## src/rtl/sar_adc_ctrl.sv

```systemverilog
`default_nettype none
// ============================================================================
// Module   : sar_adc_ctrl
// Purpose  : SAR ADC controller: sample phase, MSB-first successive
//            approximation, two's-complement result. Optional back-to-back
//            conversions when SAR_ADC_CONTINUOUS_EN is defined.
// Revision : 1.0
// ============================================================================
module sar_adc_ctrl #(
  parameter int BITWIDTH      = 6,
  parameter int SAMPLE_CYCLES = 4,
  parameter int SETTLE_CYCLES = 2
) (
  input  logic                clk,
  input  logic                rst,
  input  logic                start,
  input  logic                comparator_in,
`ifdef SAR_ADC_CONTINUOUS_EN
  input  logic                continuous,
`endif
  output logic [BITWIDTH-1:0] dac_data,
  output logic                dac_enable,
  output logic                sample,
  output logic                busy,
  output logic [BITWIDTH-1:0] result,
  output logic                result_valid
);

  localparam int c_cnt_max = (SAMPLE_CYCLES > SETTLE_CYCLES) ? SAMPLE_CYCLES : SETTLE_CYCLES;
  localparam int c_cnt_w   = (c_cnt_max > 1) ? $clog2(c_cnt_max) : 1;
  localparam int c_idx_w   = (BITWIDTH > 1) ? $clog2(BITWIDTH) : 1;

  localparam logic [c_cnt_w-1:0]  c_cnt_one     = c_cnt_w'(1);
  localparam logic [c_cnt_w-1:0]  c_sample_last = c_cnt_w'(SAMPLE_CYCLES - 1);
  localparam logic [c_cnt_w-1:0]  c_settle_last = c_cnt_w'(SETTLE_CYCLES - 1);
  localparam logic [c_idx_w-1:0]  c_idx_one     = c_idx_w'(1);
  localparam logic [c_idx_w-1:0]  c_msb_idx     = c_idx_w'(BITWIDTH - 1);
  // Offset-binary mid-scale; XOR with it converts offset binary <-> two's complement.
  localparam logic [BITWIDTH-1:0] c_msb_trial   = {1'b1, {(BITWIDTH-1){1'b0}}};

  typedef enum logic [1:0] {
    ST_IDLE    = 2'd0,
    ST_SAMPLE  = 2'd1,
    ST_CONVERT = 2'd2,
    ST_DONE    = 2'd3
  } state_t;

  state_t              r_state;
  logic [c_cnt_w-1:0]  r_cnt;
  logic [c_idx_w-1:0]  r_bit_idx;
  logic [BITWIDTH-1:0] r_sar;
  logic [BITWIDTH-1:0] w_decided;
  logic [BITWIDTH-1:0] w_next_trial;
  logic                w_continuous;

`ifdef SAR_ADC_CONTINUOUS_EN
  assign w_continuous = continuous;
`else
  assign w_continuous = 1'b0;
`endif

  // Current trial with bit k resolved, and the following trial with bit k-1 set.
  always_comb begin
    w_decided            = r_sar;
    w_decided[r_bit_idx] = comparator_in;
    w_next_trial         = w_decided;
    if (r_bit_idx != '0) begin
      w_next_trial[r_bit_idx - c_idx_one] = 1'b1;
    end
  end

  always_ff @(posedge clk) begin
    if (rst) begin
      r_state      <= ST_IDLE;
      r_cnt        <= '0;
      r_bit_idx    <= '0;
      r_sar        <= '0;
      dac_data     <= '0;
      dac_enable   <= 1'b0;
      sample       <= 1'b0;
      busy         <= 1'b0;
      result       <= '0;
      result_valid <= 1'b0;
    end else begin
      result_valid <= 1'b0;
      case (r_state)
        ST_IDLE: begin
          if (start) begin
            r_state    <= ST_SAMPLE;
            r_cnt      <= '0;
            r_bit_idx  <= '0;
            r_sar      <= '0;
            dac_data   <= '0;
            dac_enable <= 1'b1;
            sample     <= 1'b1;
            busy       <= 1'b1;
          end
        end

        ST_SAMPLE: begin
          if (r_cnt == c_sample_last) begin
            r_state   <= ST_CONVERT;
            r_cnt     <= '0;
            r_bit_idx <= c_msb_idx;
            r_sar     <= c_msb_trial;
            dac_data  <= '0;
            sample    <= 1'b0;
          end else begin
            r_cnt <= r_cnt + c_cnt_one;
          end
        end

        ST_CONVERT: begin
          // The comparator is only looked at on the edge closing each bit phase.
          if (r_cnt == c_settle_last) begin
            r_cnt <= '0;
            if (r_bit_idx == '0) begin
              r_state      <= ST_DONE;
              r_sar        <= w_decided;
              result       <= w_decided ^ c_msb_trial;
              result_valid <= 1'b1;
              dac_data     <= '0;
              dac_enable   <= 1'b0;
            end else begin
              r_bit_idx <= r_bit_idx - c_idx_one;
              r_sar     <= w_next_trial;
              dac_data  <= w_next_trial ^ c_msb_trial;
            end
          end else begin
            r_cnt <= r_cnt + c_cnt_one;
          end
        end

        ST_DONE: begin
          r_cnt     <= '0;
          r_bit_idx <= '0;
          r_sar     <= '0;
          dac_data  <= '0;
          if (w_continuous) begin
            r_state    <= ST_SAMPLE;
            dac_enable <= 1'b1;
            sample     <= 1'b1;
            busy       <= 1'b1;
          end else begin
            r_state    <= ST_IDLE;
            dac_enable <= 1'b0;
            sample     <= 1'b0;
            busy       <= 1'b0;
          end
        end

        default: begin
          r_state    <= ST_IDLE;
          r_cnt      <= '0;
          r_bit_idx  <= '0;
          r_sar      <= '0;
          dac_data   <= '0;
          dac_enable <= 1'b0;
          sample     <= 1'b0;
          busy       <= 1'b0;
        end
      endcase
    end
  end

endmodule
`default_nettype wire

```

## config.mk

```make
export PLATFORM = sky130hd
export DESIGN_NAME = sar_adc_ctrl
export DESIGN_NICKNAME = d
export VERILOG_FILES = /design/src/rtl/sar_adc_ctrl.sv
export SDC_FILE = /design/constraint.sdc
export NUM_CORES = 1
export LEC_CHECK = 0
export ABC_CLOCK_PERIOD_IN_PS = 2100
export BUFFER_PORTS_ARGS = -buffer_cell sky130_fd_sc_hd__buf_4
export CAP_MARGIN = 10
export CORE_ASPECT_RATIO = 1.2
export CORE_MARGIN = 3
export CORE_UTILIZATION = 35
export DETAILED_ROUTE_END_ITERATION = 8
export PLACE_DENSITY = 0.54
export SLEW_MARGIN = 20
export SYNTH_ARGS = -nofsm -noshare
export SYNTH_HDL_FRONTEND = slang
export SYNTH_SLANG_ARGS = --single-unit
```

## constraint.sdc

```tcl
create_clock -name clk -period 2.1 [get_ports clk]
set_input_delay 0.42 -clock clk [delete_from_list [all_inputs] [get_ports clk]]
set_output_delay 0.42 -clock clk [all_outputs]
set_load 0.005 [all_outputs]
```

; ---- Word level (Yosys, flattened, before mapping)
; Cells that the tools add are included.
[classes]
n_shift = 0
addsub = 2
n_eq_ne = 10
n_div = 0
n_lt_le_gt_ge = 4
muxes = 37
n_mul = 0
bitwise_logic = 5
reduce_logical = 16
[ops]
columns = cell, n
row1 = 6-bit 2-to-1 mux, 8
row2 = 6-bit one-hot mux with 4 select lines, 2
row3 = 2-bit one-hot mux with 4 select lines, 2
row4 = 2-bit 2-to-1 mux, 7
row5 = 3-bit 2-to-1 mux, 4
row6 = 3-bit one-hot mux with 4 select lines, 1
row7 = 4-bit AND reduction, 3
row8 = "2-bit inequality test, second input constant", 5
row9 = 3-bit AND reduction, 3
row10 = 3-bit nonzero test, 3
row11 = "3-bit by 4-bit < comparator with 1-bit output, second input constant", 2
row12 = 1-bit 2-to-1 mux, 7
row13 = 6-bit bitwise mux, 1
row14 = 1-bit demux with 3-bit select, 2
row15 = "2-bit equality test, second input constant", 3
row16 = "3-bit by 1-bit >= comparator with 1-bit output, second input constant", 2
row17 = 6-bit bitwise OR, 1
row18 = 1-bit one-hot mux with 3 select lines, 2
row19 = "2-bit by 1-bit equality test with 1-bit output, second input constant", 2
row20 = 1-bit NOT, 4
row21 = 3-bit zero test, 1
row22 = 3-bit OR reduction, 1
row23 = "3-bit by 1-bit subtractor with 3-bit output, second input constant", 1
row24 = "2-bit by 1-bit adder with 2-bit output, second input constant", 1
row25 = 5 further kinds, 6
[totals]
input_bits = 4
mem_bits_ro = 0
register_bits = 29
latchBits = 0
wordCells = 84
mem_bits_rw = 0
output_inout_bits = 16
memories = 0

; ---- Logic depth before layout (Yosys ltp)
[logic_depth]
ltp_word = 11
depth_mapped = 8
ltp_nobuf = 6

; ---- Least setup slack after synthesis
; No wires, ideal clock.
[synth_timing]
kind = flip-flop to flip-flop
from = register r_state[0]
to = register r_sar[2]
setup_ns = 0.117
t_arrival_ns = 1.580
required_time_ns = 1.983
period_less_slack_ns = 1.697
n_path_buf = 2
path_stages_with_launch = 9
path_slack_ns = 0.403
path_cell_list = dfxtp_1 inv_1 ha_1 nor2b_4 buf_6 nor3_4 nor2_1 buf_2 a22o_1
[synth_between]
elab_chain_cells = 3
elab_cells_between_ends = 9
cone_classes = eq/ne (6) / mux (1) / reduce/logical (2)
[synth_lines]
columns = element, line_no
row1 = start: declaration, 48  ; state_t r_state;
row2 = start signal: assignment, 74  ; r_state <= ST_IDLE;
row3 = start signal: assignment, 89  ; r_state <= ST_SAMPLE;
row4 = start signal: assignment, 102  ; r_state <= ST_CONVERT;
row5 = 2-bit equality test (tied with other cells), 86  ; case (r_state)
row6 = 2-bit inequality test (no source line), --
row7 = 3-bit AND reduction (no source line), --
row8 = end signal: assignment, 105  ; r_sar <= c_msb_trial;
row9 = end signal: assignment, 119  ; r_sar <= w_decided;
row10 = end signal: assignment, 126  ; r_sar <= w_next_trial;
row11 = end: declaration, 51  ; logic [BITWIDTH-1:0] r_sar;
; Parallel ways exist; a longest one is shown, timed or not.
; A chain may end at the register's enable or synchronous reset.

; ---- Worst setup path in the final report
[layout_timing]
from = register r_state[0]
to = register r_bit_idx[2]
[layout_between]
elab_chain_cells = 3
elab_cells_between_ends = 10
cone_classes = eq/ne (7) / mux (1) / reduce/logical (2)
[layout_lines]
columns = element, line_no
row1 = 2-bit equality test (tied with other cells), 86
row2 = 2-bit inequality test (no source line), --
row3 = 4-bit AND reduction (no source line), --
row4 = end signal: assignment, 104  ; r_bit_idx <= c_msb_idx;
row5 = end signal: assignment, 125  ; r_bit_idx <= r_bit_idx - c_idx_one;
row6 = end: declaration, 50  ; logic [c_idx_w-1:0] r_bit_idx;
; Parallel ways exist; a longest one is shown, timed or not.

==> summary.md <==
| Metric | Value |
|---|---|
| CP delay by family, top | `simple AND/OR/NAND/NOR gates` |
| Period utilisation layout | `0.881` |
| Outcome | `complete, no violations` |
| Power per standard cell area | `981 mW/mm²` |
| Critical path arrival | `2.02 ns` |
| Pleak | `0.737 nW` |
| Multi-input logic area | `856 µm²` |
| Htree depth | `2` |
| CTS Buf Count | `5` |
| Max VDD drop | `497 µV` |
| Port Buffers | `19` |
| Register area | `581 µm²` |
| #FFs+latches synth | `29` |
| Drt drc | `0` |
| Clock transition at path regs | `0.06 ns` |
| First DRT Iteration DRCs | `64` |
| Logic pwr share | `0.382` |
| Commonest non-fill, non-tap cell in the layout | `dfxtp_1` |
| Critical-path top delay cell | `dfxtp_1` |
| Hold Fails Final Rpt | `0` |
| Overall Global Routing Usage | `0.151` |
| Initial antenna violation count | `0` |
| Internal power | `0.00113 W` |
| Maxcap violations | `0` |
| Wire length per cell | `14.4 µm` |
| Cell area after synthesis | `0.00153 mm²` |
| Antenna diodes | `0` |
| CTS tree | `built` |
| Max_slew headroom | `0.720` |
| Via-to-Cell Ratio | `5.31` |
| Clk sinks | `29` |
| Critical path cell sequence | `inv_1, ha_1, and2b_2, nor3_4, nor2_1, buf_4, a221o_1` |
| Sequential share of the synthesized area | `0.380` |
| Core area | `0.00407 mm²` |
| Area growth from synthesis to layout | `17.5%` |
| Fin nets | `199` |
| Layout cells sized above 1 | `0.194` |
| Crit path max fanout | `11` |
| Root buffer cell | `clkbuf_8` |
| FP Rows | `25` |
| NetSw | `0.000632 W` |
| Clock skew | `0.00353 ns` |
| Switching Share | `0.358` |
| Syn Inst Count | `163` |
| Filler cells | `413` |
| Syn nets | `177` |
| Slew @ Worst Pin | `0.415 ns` |
| I/O pin total | `20` |
| Highest clock rate | `0.540 GHz` |
| Final setup vio count | `0` |
| Vias in the first global route | `1220` |
| Hold_buf cts | `0` |
| Setup Fix Bufs, Post-CTS | `0` |
| Synth warn | `0` |
| Routed Antenna Nets | `0` |
| Die Y | `78.4 µm` |
| Startpoint Class | `register` |
| Mean area per synthesized cell | `9.38 µm²` |
| Synth cell types | `40` |
| Gr ovfl total | `0` |
| Commonest non-fill, non-tap cells in the layout | `dfxtp_1 (29), buf_4 (24), nor2_1 (11)` |
| Clock power share | `0.245` |
| Post-layout minimum cycle time | `1.85 ns` |
| Clock buffer depth | `2` |
| Crit end category | `register` |
| CTS resizes | `0` |
| Die ar. | `0.00520 mm²` |
| RSZ-0062 raised after global routing | `false` |
| Buffer and inverter count on the worst path | `2` |
| Worst EP required | `2.27 ns` |
| Post-DP HPWL | `2730 µm` |
| Largest net degree at the start of global routing | `20` |
| Routability Congestion | `0.847` |
| Setup CP Type | `register to register` |
| Clk Latency, worst-skew pair | `0.28 ns` |
| Seq pwr share | `0.373` |
| HP Class | `input port to register` |
| Final max-slew violation count | `0` |
| First-pass GRT wire length | `5840 µm` |
| TNS Setup | `0 ns` |
| Die width | `66.3 µm` |
| Post-Place Worst Slack | `0.251 ns` |
| Number of iterations in the first detailed-routing pass | `4` |
| Detailed Route WL | `3450 µm` |
| Initial Util | `0.376` |
| DR vias | `1275` |
| Fin worst setup slack | `0.250 ns` |
| Crit-path max cell delay | `0.40 ns` |
==> cell families after synthesis <==
kind of cell / after synthesis / synth area share
buffers and inverters: 17 / 0.0606
AND/OR/NAND/NOR: 56 / 0.223
multiplexers: 8 / 0.0524
AO/OA/AOI/OAI: 43 / 0.202
flip-flops: 29 / 0.380
adder cells (fa/ha/maj): 10 / 0.0818
==> worst register-to-register path, delay by kind of cell, from the launching register on <==
kind	cells	cell delay (ns)
flops	1	0.40
compound gates	1	0.34
buf+inv	2	0.25
simple gates	3	0.45
fa+ha+maj	1	0.29
==> through the flow <==
step / instances / power (W) / hold slack, ns / instance area, µm² / util
floorplan: 163 / 0.00115 / 0.448 / 1530 / -
global placement: 232 / 0.00133 / 0.452 / 1710 / 0.422
detailed placement: 232 / 0.00135 / 0.453 / 1710 / 0.422
CTS: 240 / 0.00179 / 0.438 / 1800 / 0.442
global route: 240 / 0.00190 / 0.464 / 1800 / 0.442
finish: 240 / 0.00176 / 0.445 / 1800 / 0.442
==> per-layer routing <==
layer	vias up	track usage	wire length, µm
li1	637	-	-
met1	599	0.172	1420
met2	28	0.247	1770
met3	11	0.0343	134
met4	0	0.0955	123
met5	-	0	0
==> cells in the mapped netlist <==
library cell | count | area (µm²)
a211o_1 | 1 | 8.76
a211oi_1 | 5 | 37.5
a21oi_1 | 10 | 50.1
a221o_1 | 1 | 10.0
a22o_1 | 9 | 78.8
a2bb2oi_1 | 2 | 17.5
a32o_1 | 1 | 10.0
and2_1 | 3 | 18.8
and2b_2 | 1 | 8.76
and2b_4 | 1 | 10.0
and3_1 | 4 | 25.0
and3b_1 | 1 | 8.76
buf_2 | 5 | 25.0
buf_6 | 3 | 33.8
clkbuf_1 | 1 | 3.75
dfxtp_1 | 29 | 581
ha_1 | 10 | 125
inv_1 | 8 | 30.0
mux2i_1 | 8 | 80.1
nand2_1 | 10 | 37.5
nand2b_1 | 3 | 18.8
nand3_1 | 2 | 10.0
nand3b_1 | 4 | 30.0
nand4_1 | 1 | 6.26
nor2_1 | 11 | 41.3
nor2b_1 | 1 | 6.26
nor2b_4 | 1 | 13.8
nor3_1 | 5 | 25.0
nor3_4 | 1 | 16.3
nor3b_1 | 3 | 22.5
nor4_4 | 1 | 21.3
o21ai_0 | 6 | 30.0
o2bb2ai_1 | 2 | 17.5
o311ai_0 | 1 | 8.76
o311ai_1 | 1 | 8.76
o31ai_1 | 3 | 22.5
o41ai_1 | 1 | 8.76
or2b_1 | 1 | 7.51
or3_1 | 1 | 6.26
or4_1 | 1 | 7.51
==> worst paths after layout <==
check | startpoint | to | slack [ns] | depth (start not counted)
max | r_state[0] | r_bit_idx[2] | 0.25 | 7
min | start | busy | 0.45 | 3
max reg2reg | r_state[0] | r_bit_idx[2] | 0.25 | 7
min reg2reg | busy | busy | 0.47 | 2
==> area by class of cell <==
class	instances	share of cell area
clock buffer	6	0.0404
clock inverter	2	0.00557
inverter	8	0.0167
multi-input combinational	117	0.476
sequential	29	0.323
tap	54	0.0376
timing repair buffer	24	0.100
==> state kept, by name, indices dropped and copies added (netlist names) <==
signal / cells
busy: 1
dac_data: 6
dac_enable: 1
r_bit_idx: 3
r_cnt: 2
r_sar: 6
r_state: 2
result: 6
result_valid: 1
sample: 1
==> power groups by stage <==
stage               clock network (W)  logic (W)  registers (W)
floorplan                           0   0.000499       0.000653
CTS                          0.000451   0.000680       0.000659
detailed placement                  0   0.000678       0.000669
global placement                    0   0.000666       0.000667
finish                       0.000432   0.000673       0.000658
global route                 0.000474   0.000755       0.000668
No activity file was read; power rests on OpenSTA's default activity.
